## src/rtl/shift_add_multiplier.sv

```systemverilog
// Sequential unsigned shift-and-add multiplier with valid/ready handshakes.
// One partial-product add per clock through a carry-lookahead adder.
//
// Ports:
//   clk, rst_n          clock, async active-low reset
//   in_valid/in_ready   operand handshake (a, b accepted in IDLE)
//   a, b                WIDTH-bit unsigned operands
//   out_valid/out_ready result handshake (product held until taken)
//   product             2*WIDTH-bit result register
//   busy                high while the multiply is running

module cla_adder #(
  parameter int WIDTH = 8
) (
  input  logic [WIDTH-1:0] i_a,
  input  logic [WIDTH-1:0] i_b,
  output logic [WIDTH-1:0] o_sum,
  output logic             o_cout
);

  logic [WIDTH-1:0] w_g;
  logic [WIDTH-1:0] w_p;
  logic [WIDTH:0]   w_c;

  assign w_g = i_a & i_b;
  assign w_p = i_a ^ i_b;

  // Each carry is a flat sum of generate terms gated by the
  // propagate chain above them; carry-in is zero.
  always_comb begin
    logic v_cy;
    logic v_pp;
    w_c = '0;
    for (int i = 0; i < WIDTH; i++) begin
      v_cy = 1'b0;
      v_pp = 1'b1;
      for (int j = i; j >= 0; j--) begin
        v_cy = v_cy | (v_pp & w_g[j]);
        v_pp = v_pp & w_p[j];
      end
      w_c[i+1] = v_cy;
    end
  end

  assign o_sum  = w_p ^ w_c[WIDTH-1:0];
  assign o_cout = w_c[WIDTH];

endmodule

module shift_add_multiplier #(
  parameter int WIDTH = 8
) (
  input  logic               clk,
  input  logic               rst_n,
  input  logic               in_valid,
  output logic               in_ready,
  input  logic [WIDTH-1:0]   a,
  input  logic [WIDTH-1:0]   b,
  output logic               out_valid,
  input  logic               out_ready,
  output logic [2*WIDTH-1:0] product,
  output logic               busy
);

  localparam int CW = $clog2(WIDTH) + 1;
  localparam logic [CW-1:0] LAST = CW'(WIDTH);

  typedef enum logic [1:0] {
    S_IDLE,
    S_RUN,
    S_DONE
  } state_t;

  state_t r_state;
  state_t w_next;

  logic [WIDTH-1:0]   r_m;
  logic [2*WIDTH-1:0] r_acc;
  logic [CW-1:0]      r_count;
  logic [2*WIDTH-1:0] r_product;

  logic [WIDTH-1:0] w_addend;
  logic [WIDTH-1:0] w_sum;
  logic             w_cout;

  assign w_addend = r_acc[0] ? r_m : '0;

  cla_adder #(.WIDTH(WIDTH)) u_add (
    .i_a   (r_acc[2*WIDTH-1:WIDTH]),
    .i_b   (w_addend),
    .o_sum (w_sum),
    .o_cout(w_cout)
  );

  always_ff @(posedge clk or negedge rst_n) begin
    if (!rst_n) begin
      r_state <= S_IDLE;
    end else begin
      r_state <= w_next;
    end
  end

  always_comb begin
    w_next = r_state;
    unique case (r_state)
      S_IDLE: if (in_valid) w_next = S_RUN;
      S_RUN:  if (r_count == LAST) w_next = S_DONE;
      S_DONE: if (out_ready) w_next = S_IDLE;
      default: w_next = S_IDLE;
    endcase
  end

  // RUN spends WIDTH cycles shifting, then one more cycle
  // copying the finished accumulator into the result register.
  always_ff @(posedge clk or negedge rst_n) begin
    if (!rst_n) begin
      r_m       <= '0;
      r_acc     <= '0;
      r_count   <= '0;
      r_product <= '0;
    end else if (r_state == S_IDLE && in_valid) begin
      r_m     <= a;
      r_acc   <= {{WIDTH{1'b0}}, b};
      r_count <= '0;
    end else if (r_state == S_RUN) begin
      if (r_count == LAST) begin
        r_product <= r_acc;
      end else begin
        r_acc   <= {w_cout, w_sum, r_acc[WIDTH-1:1]};
        r_count <= r_count + CW'(1);
      end
    end
  end

  assign in_ready  = (r_state == S_IDLE);
  assign busy      = (r_state == S_RUN);
  assign out_valid = (r_state == S_DONE);
  assign product   = r_product;

endmodule

```

## config.mk

```make
export PLATFORM = sky130hd
export DESIGN_NAME = shift_add_multiplier
export DESIGN_NICKNAME = d
export VERILOG_FILES = /design/src/rtl/shift_add_multiplier.sv
export SDC_FILE = /design/constraint.sdc
export NUM_CORES = 1
export LEC_CHECK = 0
export ABC_CLOCK_PERIOD_IN_PS = 2100
export CAP_MARGIN = 30
export CORE_MARGIN = 3
export CORE_UTILIZATION = 49
export CTS_BUF_LIST = sky130_fd_sc_hd__clkbuf_8
export CTS_CLUSTER_DIAMETER = 80
export CTS_CLUSTER_SIZE = 10
export DETAILED_ROUTE_END_ITERATION = 10
export PLACE_DENSITY = 0.88
export REMOVE_ABC_BUFFERS = 1
export SETUP_SLACK_MARGIN = 0.02
export SLEW_MARGIN = 20
export SYNTH_ARGS = -nofsm -noshare
export SYNTH_HDL_FRONTEND = slang
export SYNTH_SLANG_ARGS = --single-unit
```

## constraint.sdc

```tcl
create_clock -name clk -period 2.1 [get_ports clk]
set_clock_uncertainty 0.15 [all_clocks]
set_input_delay 0.42 -clock clk [delete_from_list [all_inputs] [get_ports clk]]
set_output_delay 0.42 -clock clk [all_outputs]
set_load 0.1 [all_outputs]
```

* Yosys cells after proc, flatten, opt, wreduce, memory -nomap -nowiden
Index checks and enable logic that the tools add are counted.
Storage, ports and cells: flip-flop bits (word level) 46
Operators by class: add/sub/neg operators 1, bitwise gates (word level) 81, equality and inequality tests 7, muxes and demuxes 11, reductions and logical operators 6
Operators by type and width (count):
- bitwise AND 1 bit | 49
- two-way mux 16 bit | 3
- OR 1 bit | 28
- XOR 8 bit | 2
- two-way mux 4 bit | 3
- bitwise AND 8 bit | 1
- two-way mux 8 bit | 1
- two-way mux 2 bit | 3
- case mux 2 bit (3 select lines) | 1
- AND reduction 3 bit | 2
- adder 4 x 1 -> 4 bit (second input constant) | 1
- equality test 4 bit (second input constant) | 1
- inequality test 2 x 1 -> 1 bit (second input constant) | 2
- inequality test 2 bit (second input constant) | 2
- equality test 2 x 1 -> 1 bit (second input constant) | 1
- equality test 2 bit (second input constant) | 1
- zero test 2 bit | 1
- AND reduction 2 bit | 1
- nonzero test 2 bit | 1
- logical AND 1 bit | 1
- NOT 1 bit | 1

* Depth between registers and ports, before layout
Gate-level depths: netlist of the first run.
depth after elaboration 13, mapped depth 7, gate-level depth less buffers 7

* Hierarchy
Synthesis of the first run repeated with hierarchy kept, for this count alone.
Unflattened totals: cell total of the unflattened synthesis 203, area, all modules 2275.9 µm²
Modules (own cells, without submodules):
- shift_add_multiplier | times used 1, cells each 170, area an instance 1975.6 µm², seq. area each 1151.1 µm²
- cla_adder | times used 1, cells each 33, area an instance 300.3 µm², seq. area each 0.0 µm²

* Worst setup path after synthesis of the first run
Ideal clock, no wire load.
path type flip-flop to flip-flop, start reg r_state[0], end reg r_count[0], arrival 2.319 ns, buffers on the path 1, stages on the path, launching flop included 5, slack -0.490 ns, library setup time 0.121 ns, path through dfrtp_1 nor2_1 and2_0 buf_2 nor2_1
Between the ends: cells in the longest elaborated chain, start to end 4
RTL lines:
- start, declared | RTL line 74 | state_t r_state;
- start signal, assigned | RTL line 99 | r_state <= w_next;
- zero test 2 bit (*)
- via in_ready | RTL line 56 | output logic in_ready,
- logical AND 1 bit (*) | RTL line 121 | end else if (r_state == S_IDLE && in_valid) begin
- inequality test 2 bit (no source line) / nonzero test 2 bit (equally long branches)
- AND reduction 2 bit (no source line)
- end signal, assigned | RTL line 130 | r_count <= r_count + CW'(1);
- end, declared | RTL line 79 | logic [CW-1:0] r_count;
Mark *: on every way through the listed nets, which the timed path passes. The rest lies on a longest branch. A chain may end at the register's enable or synchronous reset.

* Final worst setup path of the first run
start reg r_acc[0], end reg r_acc[15]
Between the ends: cells in the longest elaborated chain, start to end 13
RTL lines:
- start, declared | RTL line 78 | logic [2*WIDTH-1:0] r_acc;
- start signal, assigned | RTL line 123 | r_acc <= {{WIDTH{1'b0}}, b};
- start signal, assigned | RTL line 129 | r_acc <= {w_cout, w_sum, r_acc[WIDTH-1:1]};
- two-way mux 8 bit (*) | RTL line 86 | assign w_addend = r_acc[0] ? r_m : '0;
- XOR 8 bit / bitwise AND 8 bit (equally long branches) | RTL line 26, 25
- bitwise AND 1 bit (on tied branches) | RTL line 38, 39
- OR 1 bit, or another cell as far along (5 in series) | RTL line 38 | v_cy = v_cy | (v_pp & w_g[j]);
- OR 1 bit / bitwise AND 1 bit (equally long branches) | RTL line 38
- OR 1 bit (*) | RTL line 38
- two-way mux 16 bit (*) | RTL line 126 | if (r_count == LAST) begin
- two-way mux 16 bit (*) | RTL line 125 | end else if (r_state == S_RUN) begin
- two-way mux 16 bit (*) | RTL line 121
Mark *: on every way between the ends. The rest lies on a longest branch, timed or not. The select of a mux whose other input is x is not followed.

==> results of run 1 <==
-- worst max-delay path, delay by kind of cell (launching register included) --
family                   cells  cell delay [ps]
AO/OA/AOI/OAI                3              760
flip-flops                   1              470
buffers and inverters        1               70
adder cells (fa/ha/maj)      1              220
AND/OR/NAND/NOR              2              280
-- path summary, 6_finish.rpt --
| path | start | to | cells after the start |
|---|---|---|---|
| hold / removal | r_m[7] | r_m[7] | 2 |
| setup reg to reg | r_acc[0] | r_acc[15] | 7 |
| setup / recovery | r_acc[0] | r_acc[15] | 7 |
| hold reg to reg | r_m[7] | r_m[7] | 2 |
| min in group asynchronous | rst_n | r_m[6] | 2 |
| max in group asynchronous | rst_n | r_acc[0] | 3 |
-- registers in the layout (all words and copies together) (netlist names) --
register  count
product      16
r_acc        16
r_count       4
r_m           8
r_state       2
-- placed cells by master (no fill, tap or decap), types with 3 or more instances in the layout --
master,netlist,layout
a21oi_1,5,4
a31oi_1,9,9
and2_1,7,6
buf_12,0,9
buf_4,2,22
clkbuf_8,0,5
clkdlybuf4s50_1,0,18
dfrtp_1,46,45
ha_1,10,5
ha_4,0,4
inv_1,8,8
mux2_2,16,16
nand2_1,47,46
nand3_1,6,6
nand4_1,4,4
nor2_1,15,14
o21ai_0,3,3
xnor2_1,3,3
-- metrics by stage --
step | area (sq um) | utilization (%) | hold slack (ps) | worst slack, ps | cells
CTS | 2970 | 66.5 | 335 | 0.0921 | 323
floorplan | 2260 | - | -25.6 | -546 | 213
detailed placement | 2830 | 63.2 | 262 | -116 | 312
finish | 3060 | 68.3 | 337 | 22.5 | 324
global route | 3060 | 68.3 | 341 | -7.55 | 324
global placement | 2830 | 63.2 | 253 | 19.4 | 312
-- layout make-up --
cell class	count	share of cell area [%]
multi-input combinational	158	37.7
sequential	46	37.7
clock inverter	3	1.43
timing repair buffer	51	17.7
inverter	9	1.15
tap	52	2.13
clock buffer	5	2.25
-- timing repair --
action,CTS,global route
pin swaps,1,5
resized for setup,3,12
hold endpoints to repair,20,0
setup endpoints to repair,5,5
buffers inserted,2,1
hold buffers,1,0
-- metal layers --
layer,up-vias,wire length (microns),track usage (%)
met5,-,0,0
met4,0,165,6.92
met3,15,310,4.81
met2,57,2770,35.1
met1,906,2250,27.5
li1,857,-,-
-- cells by family after synthesis --
| logic type | count (synthesis) | share of synthesized area, % |
|---|---|---|
| buffers and inverters | 17 | 4.26 |
| AOI/OAI and AO/OA | 32 | 9.87 |
| DFF | 46 | 49.6 |
| xor gates and xnor gates | 5 | 1.89 |
| muxes | 16 | 7.77 |
| adders and majority gates | 11 | 6.26 |
| and+or+nand+nor | 94 | 20.3 |
==> reports/qor.csv, run 1 <==
stage,metric,value,unit
run_status,status,"finished, final reports clean",
floorplanning,fp.coreArea,4470,sq um
drt,post-route-drc-count,0,
drt,via_per_inst,5.66,
setup_path,critPathKind,reg -> reg,
cells_and_area,nets,302,
synthesis,ys.flop_type,dfrtp_1,
cells_and_area,fillers,312,
setup_path,cp-start-kind,flop,
timing,setup_violations,0,
cells_and_area,layout-drive-gt1-share,29.4,%
synthesis,yosysMostFrequentCell,nand2_1,
cts,cts_tree,yes,
synthesis,synth_edf_count,0,
synthesis,synth_area,2320,sq um
synthesis,syn_inst,221,
grt,track_usage,21.1,%
drt,drtIter0Drc,116,
setup_path,r2r_slack,20,ps
placed_design,dp_hpwl,3710,microns
synthesis,synth_area_leaders,"dfrtp_1 50%, mux2_2 7.8%, nand2_1 7.6%, ha_1 5.4%, a31oi_1 2.4%",
floorplanning,num_rows,24,
drt,first_pass_iters,5,
synthesis,yosys.area.top_type,dfrtp_1,
floorplanning,initial_core_util,51.8,%
grt,grt_max_degree,27,
floorplanning,die_y,74.8,microns
grt,grt_overflow,0,
synthesis,ys_async_sr_fraction,100,%
setup_path,cpMaxStageDelayCell,dfrtp_2,
setup_path,cp_max_fo,6,
cts,cts_root_buffer,clkbuf_8,
setup_path,required,2130,ps
synthesis,synth-seq-cells,46,
synthesis,synth.distinct_cells,44,
drt,num_vias,1835,
setup_path,crit_arrival,2110,ps
floorplanning,dieArea,5600,sq um
timing,period_share,98.9,%
setup_path,path_cells,"nand2_2, inv_1, ha_4, a211oi_2, o21ai_2, and3_4, o41a_1",
synthesis,synth_top_area_share,49.6,%
timing,post-route-min-period,2080,ps
timing,hold_viol_final,0,
floorplanning,fp.dieW,74.8,microns
cts,h-tree-depth,2,
setup_path,max_stage_delay,470,ps
cts,clkTransAtPathRegs,90,ps
timing,slew_headroom,67.6,%
drt,wire_per_inst,16.9,microns
drt,drtAntennaViolNets,0,
timing,worstMarginPinSlew,486,ps
synthesis,syn_avg_cell_area,10.5,sq um
cts,clock_latency,300,ps
placed_design,gp_congestion,0.908,
floorplanning,ios,39,
placed_design,portBuffers,38,
worst_hold_path,hold_class,reg -> reg,
timing,rsz0062_at_grt,true,
synthesis,synth_sequential_area_ratio,49.6,%
drt,routed_wl,5490,microns
grt,grt_pass1_vias,1855,
cells_and_area,seq_area,1150,sq um
cells_and_area,multi_input_area,1150,sq um
flow_run,cap_violations,0,
grt,antenna_found_initial,0,
cts,cts_num_sinks,46,
synthesis,yosys_warnings,0,
cts,cts_buffer_depth,2,
synthesis,synth_commonest_cells,"47 x nand2_1, 46 x dfrtp_1, 16 x mux2_2",
cts,cts-buffers-inserted,5,
cells_and_area,antenna_cells,0,
timing,fin_tns_setup,0,ps
timing,max_freq,481,MHz
timing,report.final.slew_viol_count,0,
setup_path,cp-end-kind,flop,
cells_and_area,area_delta_synth_final,31.8,%
grt,grt_pass1_wl,8910,microns
Power of run 1 is left out: the tool's default activity adds up to more than one toggle a clock period on the data nets, which glitch-free logic cannot reach.
==> inputs of run 2 (changes only) <==
- CORE_ASPECT_RATIO: unset -> 0.8
==> reports/qor.csv, run 2 (synthesis gave the netlist of run 1 again) <==
stage,metric,value,unit,change
floorplanning,die_y,67.5,microns,was 74.8 microns
setup_path,cpMaxStageDelayCell,dfrtp_1,,was dfrtp_2
drt,num_vias,1843,,was 1835
timing,slew_headroom,73.2,%,was 67.6%
floorplanning,fp.coreArea,4360,sq um,was 4470 sq um
cells_and_area,layout_common_cells,"46 x nand2_1, 46 x dfrtp_1, 18 x clkdlybuf4s50_1",,"was 46 x nand2_1, 45 x dfrtp_1, 22 x buf_4"
floorplanning,num_rows,21,,was 24
drt,via_per_inst,5.69,,was 5.66
setup_path,required,2140,ps,was 2130 ps
cells_and_area,layout-drive-gt1-share,27.0,%,was 29.4%
timing,fin_tns_setup,0,ps,unchanged
placed_design,gp_congestion,0.815,,was 0.908
cells_and_area,nets,297,,was 302
setup_path,crit_start,r_acc[0],,unchanged
grt,grt_max_degree,47,,was 27
floorplanning,ios,39,,unchanged
worst_hold_path,hold_class,reg -> reg,,unchanged
drt,wire_per_inst,17.7,microns,was 16.9 microns
cts,cts-buffers-inserted,5,,unchanged
flow_run,cap_violations,0,,unchanged
cells_and_area,antenna_cells,0,,unchanged
placed_design,dp_hpwl,3760,microns,was 3710 microns
timing,post-route-min-period,2050,ps,was 2080 ps
grt,grt_pass1_wl,9170,microns,was 8910 microns
run_status,status,"finished, final reports clean",,unchanged
setup_path,path_cells,"nand2_2, inv_1, ha_4, a211oi_4, o21ai_2, and3_4, o41a_1",,"was nand2_2, inv_1, ha_4, a211oi_2, o21ai_2, and3_4, o41a_1"
timing,max_freq,489,MHz,was 481 MHz
timing,report.final.slew_viol_count,0,,unchanged
setup_path,crit_arrival,2090,ps,was 2110 ps
setup_path,cp_max_fo,5,,was 6
floorplanning,fp.dieW,82.9,microns,was 74.8 microns
cts,clock_latency,300,ps,about the same
worst_hold_path,worstHoldStart,r_m[0],,was r_m[7]
timing,worstMarginPinSlew,401,ps,was 486 ps
cts,clkTransAtPathRegs,90,ps,about the same
drt,drtIter0Drc,246,,was 116
cts,cts_buffer_depth,2,,unchanged
placed_design,portBuffers,38,,unchanged
cts,cts_num_sinks,46,,unchanged
grt,track_usage,21.4,%,was 21.1%
cts,h-tree-depth,2,,unchanged
setup_path,max_stage_delay,430,ps,was 470 ps
timing,period_share,97.4,%,was 98.9%
timing,rsz0062_at_grt,true,,unchanged
setup_path,cp-end-kind,flop,,unchanged
setup_path,critPathKind,reg -> reg,,unchanged
floorplanning,initial_core_util,53.2,%,was 51.8%
grt,grt_overflow,0,,unchanged
timing,setup_violations,0,,unchanged
grt,grt_pass1_vias,1936,,was 1855
drt,drtAntennaViolNets,0,,unchanged
cts,cts_tree,yes,,unchanged
drt,post-route-drc-count,0,,unchanged
grt,antenna_found_initial,0,,unchanged
setup_path,r2r_start,r_acc[0],,unchanged
setup_path,cp_num_buf_inv,1,,unchanged
floorplanning,dieArea,5600,sq um,about the same
cts,cts_root_buffer,clkbuf_8,,unchanged
drt,first_pass_iters,4,,was 5
setup_path,cp-start-kind,flop,,unchanged
cells_and_area,area_delta_synth_final,30.6,%,was 31.8%
drt,routed_wl,5720,microns,was 5490 microns
timing,hold_viol_final,0,,unchanged
setup_path,critPathTopFamily,compound AO/OA/AOI/OAI gates,,unchanged
cells_and_area,fillers,315,,was 312
[run 2: final cells by class]
| class | instances | area [sq um] | share of cell area [%] |
|---|---|---|---|
| Multi-Input combinational cell | 158 | 1150 | 38.1 |
| Sequential cell | 46 | 1150 | 38.0 |
| Timing Repair Buffer | 46 | 528 | 17.4 |
| Clock buffer | 6 | 82.6 | 2.73 |
| Tap cell | 57 | 71.3 | 2.35 |
| Inverter | 9 | 35.0 | 1.16 |
| Clock inverter | 2 | 8.76 | 0.289 |
[run 2: tightest hold or removal path, stage by stage, from the launching register on]
cell and delay (ps):
dfrtp_1 340, nand2_1 60, nand2_1 60
[run 2: repair_timing]
| item | 4_1_cts | 5_1_grt |
|---|---|---|
| hold buffers | 1 | 0 |
| gates resized for setup | 3 | 12 |
| pin swaps | 1 | 3 |
| endpoints found under the setup margin | 2 | 5 |
| hold endpoints to repair | 46 | 0 |
| setup buffers | 0 | 1 |
[run 2: metrics by stage]
step           hold WS (ps)  setup WS [ps]  util [%]  instance area (sq um)  instances
2_1_floorplan         -25.6           -546         -                   2260        213
3_3_place_gp            267           53.0      65.1                   2840        314
3_5_place_dp            270          -13.1      65.1                   2840        314
4_1_cts                 333           23.9      67.7                   2950        323
5_1_grt                 354          -9.42      69.5                   3030        324
6_report                338           55.0      69.5                   3030        324
[run 2: metal layers]
layer	share of wire (%)	wire length (microns)	global-route usage, %	up-vias
li1	-	-	-	846
met1	42	2400	26.3	904
met2	49	2810	34.6	79
met3	6.6	376	7.20	14
met4	2.4	137	10.4	0
met5	0	0	0	-
[run 2: path summary, 6_finish.rpt]
kind	to	slack, ps	cells past startpoint
hold reg to reg	r_m[0]	340	2
hold / removal	r_m[0]	340	2
setup / recovery	r_acc[15]	50	7
min in group asynchronous	r_m[6]	470	3
setup reg to reg	r_acc[15]	50	7
max in group asynchronous	r_count[2]	1100	3
Power of run 2 is left out for the same reason.
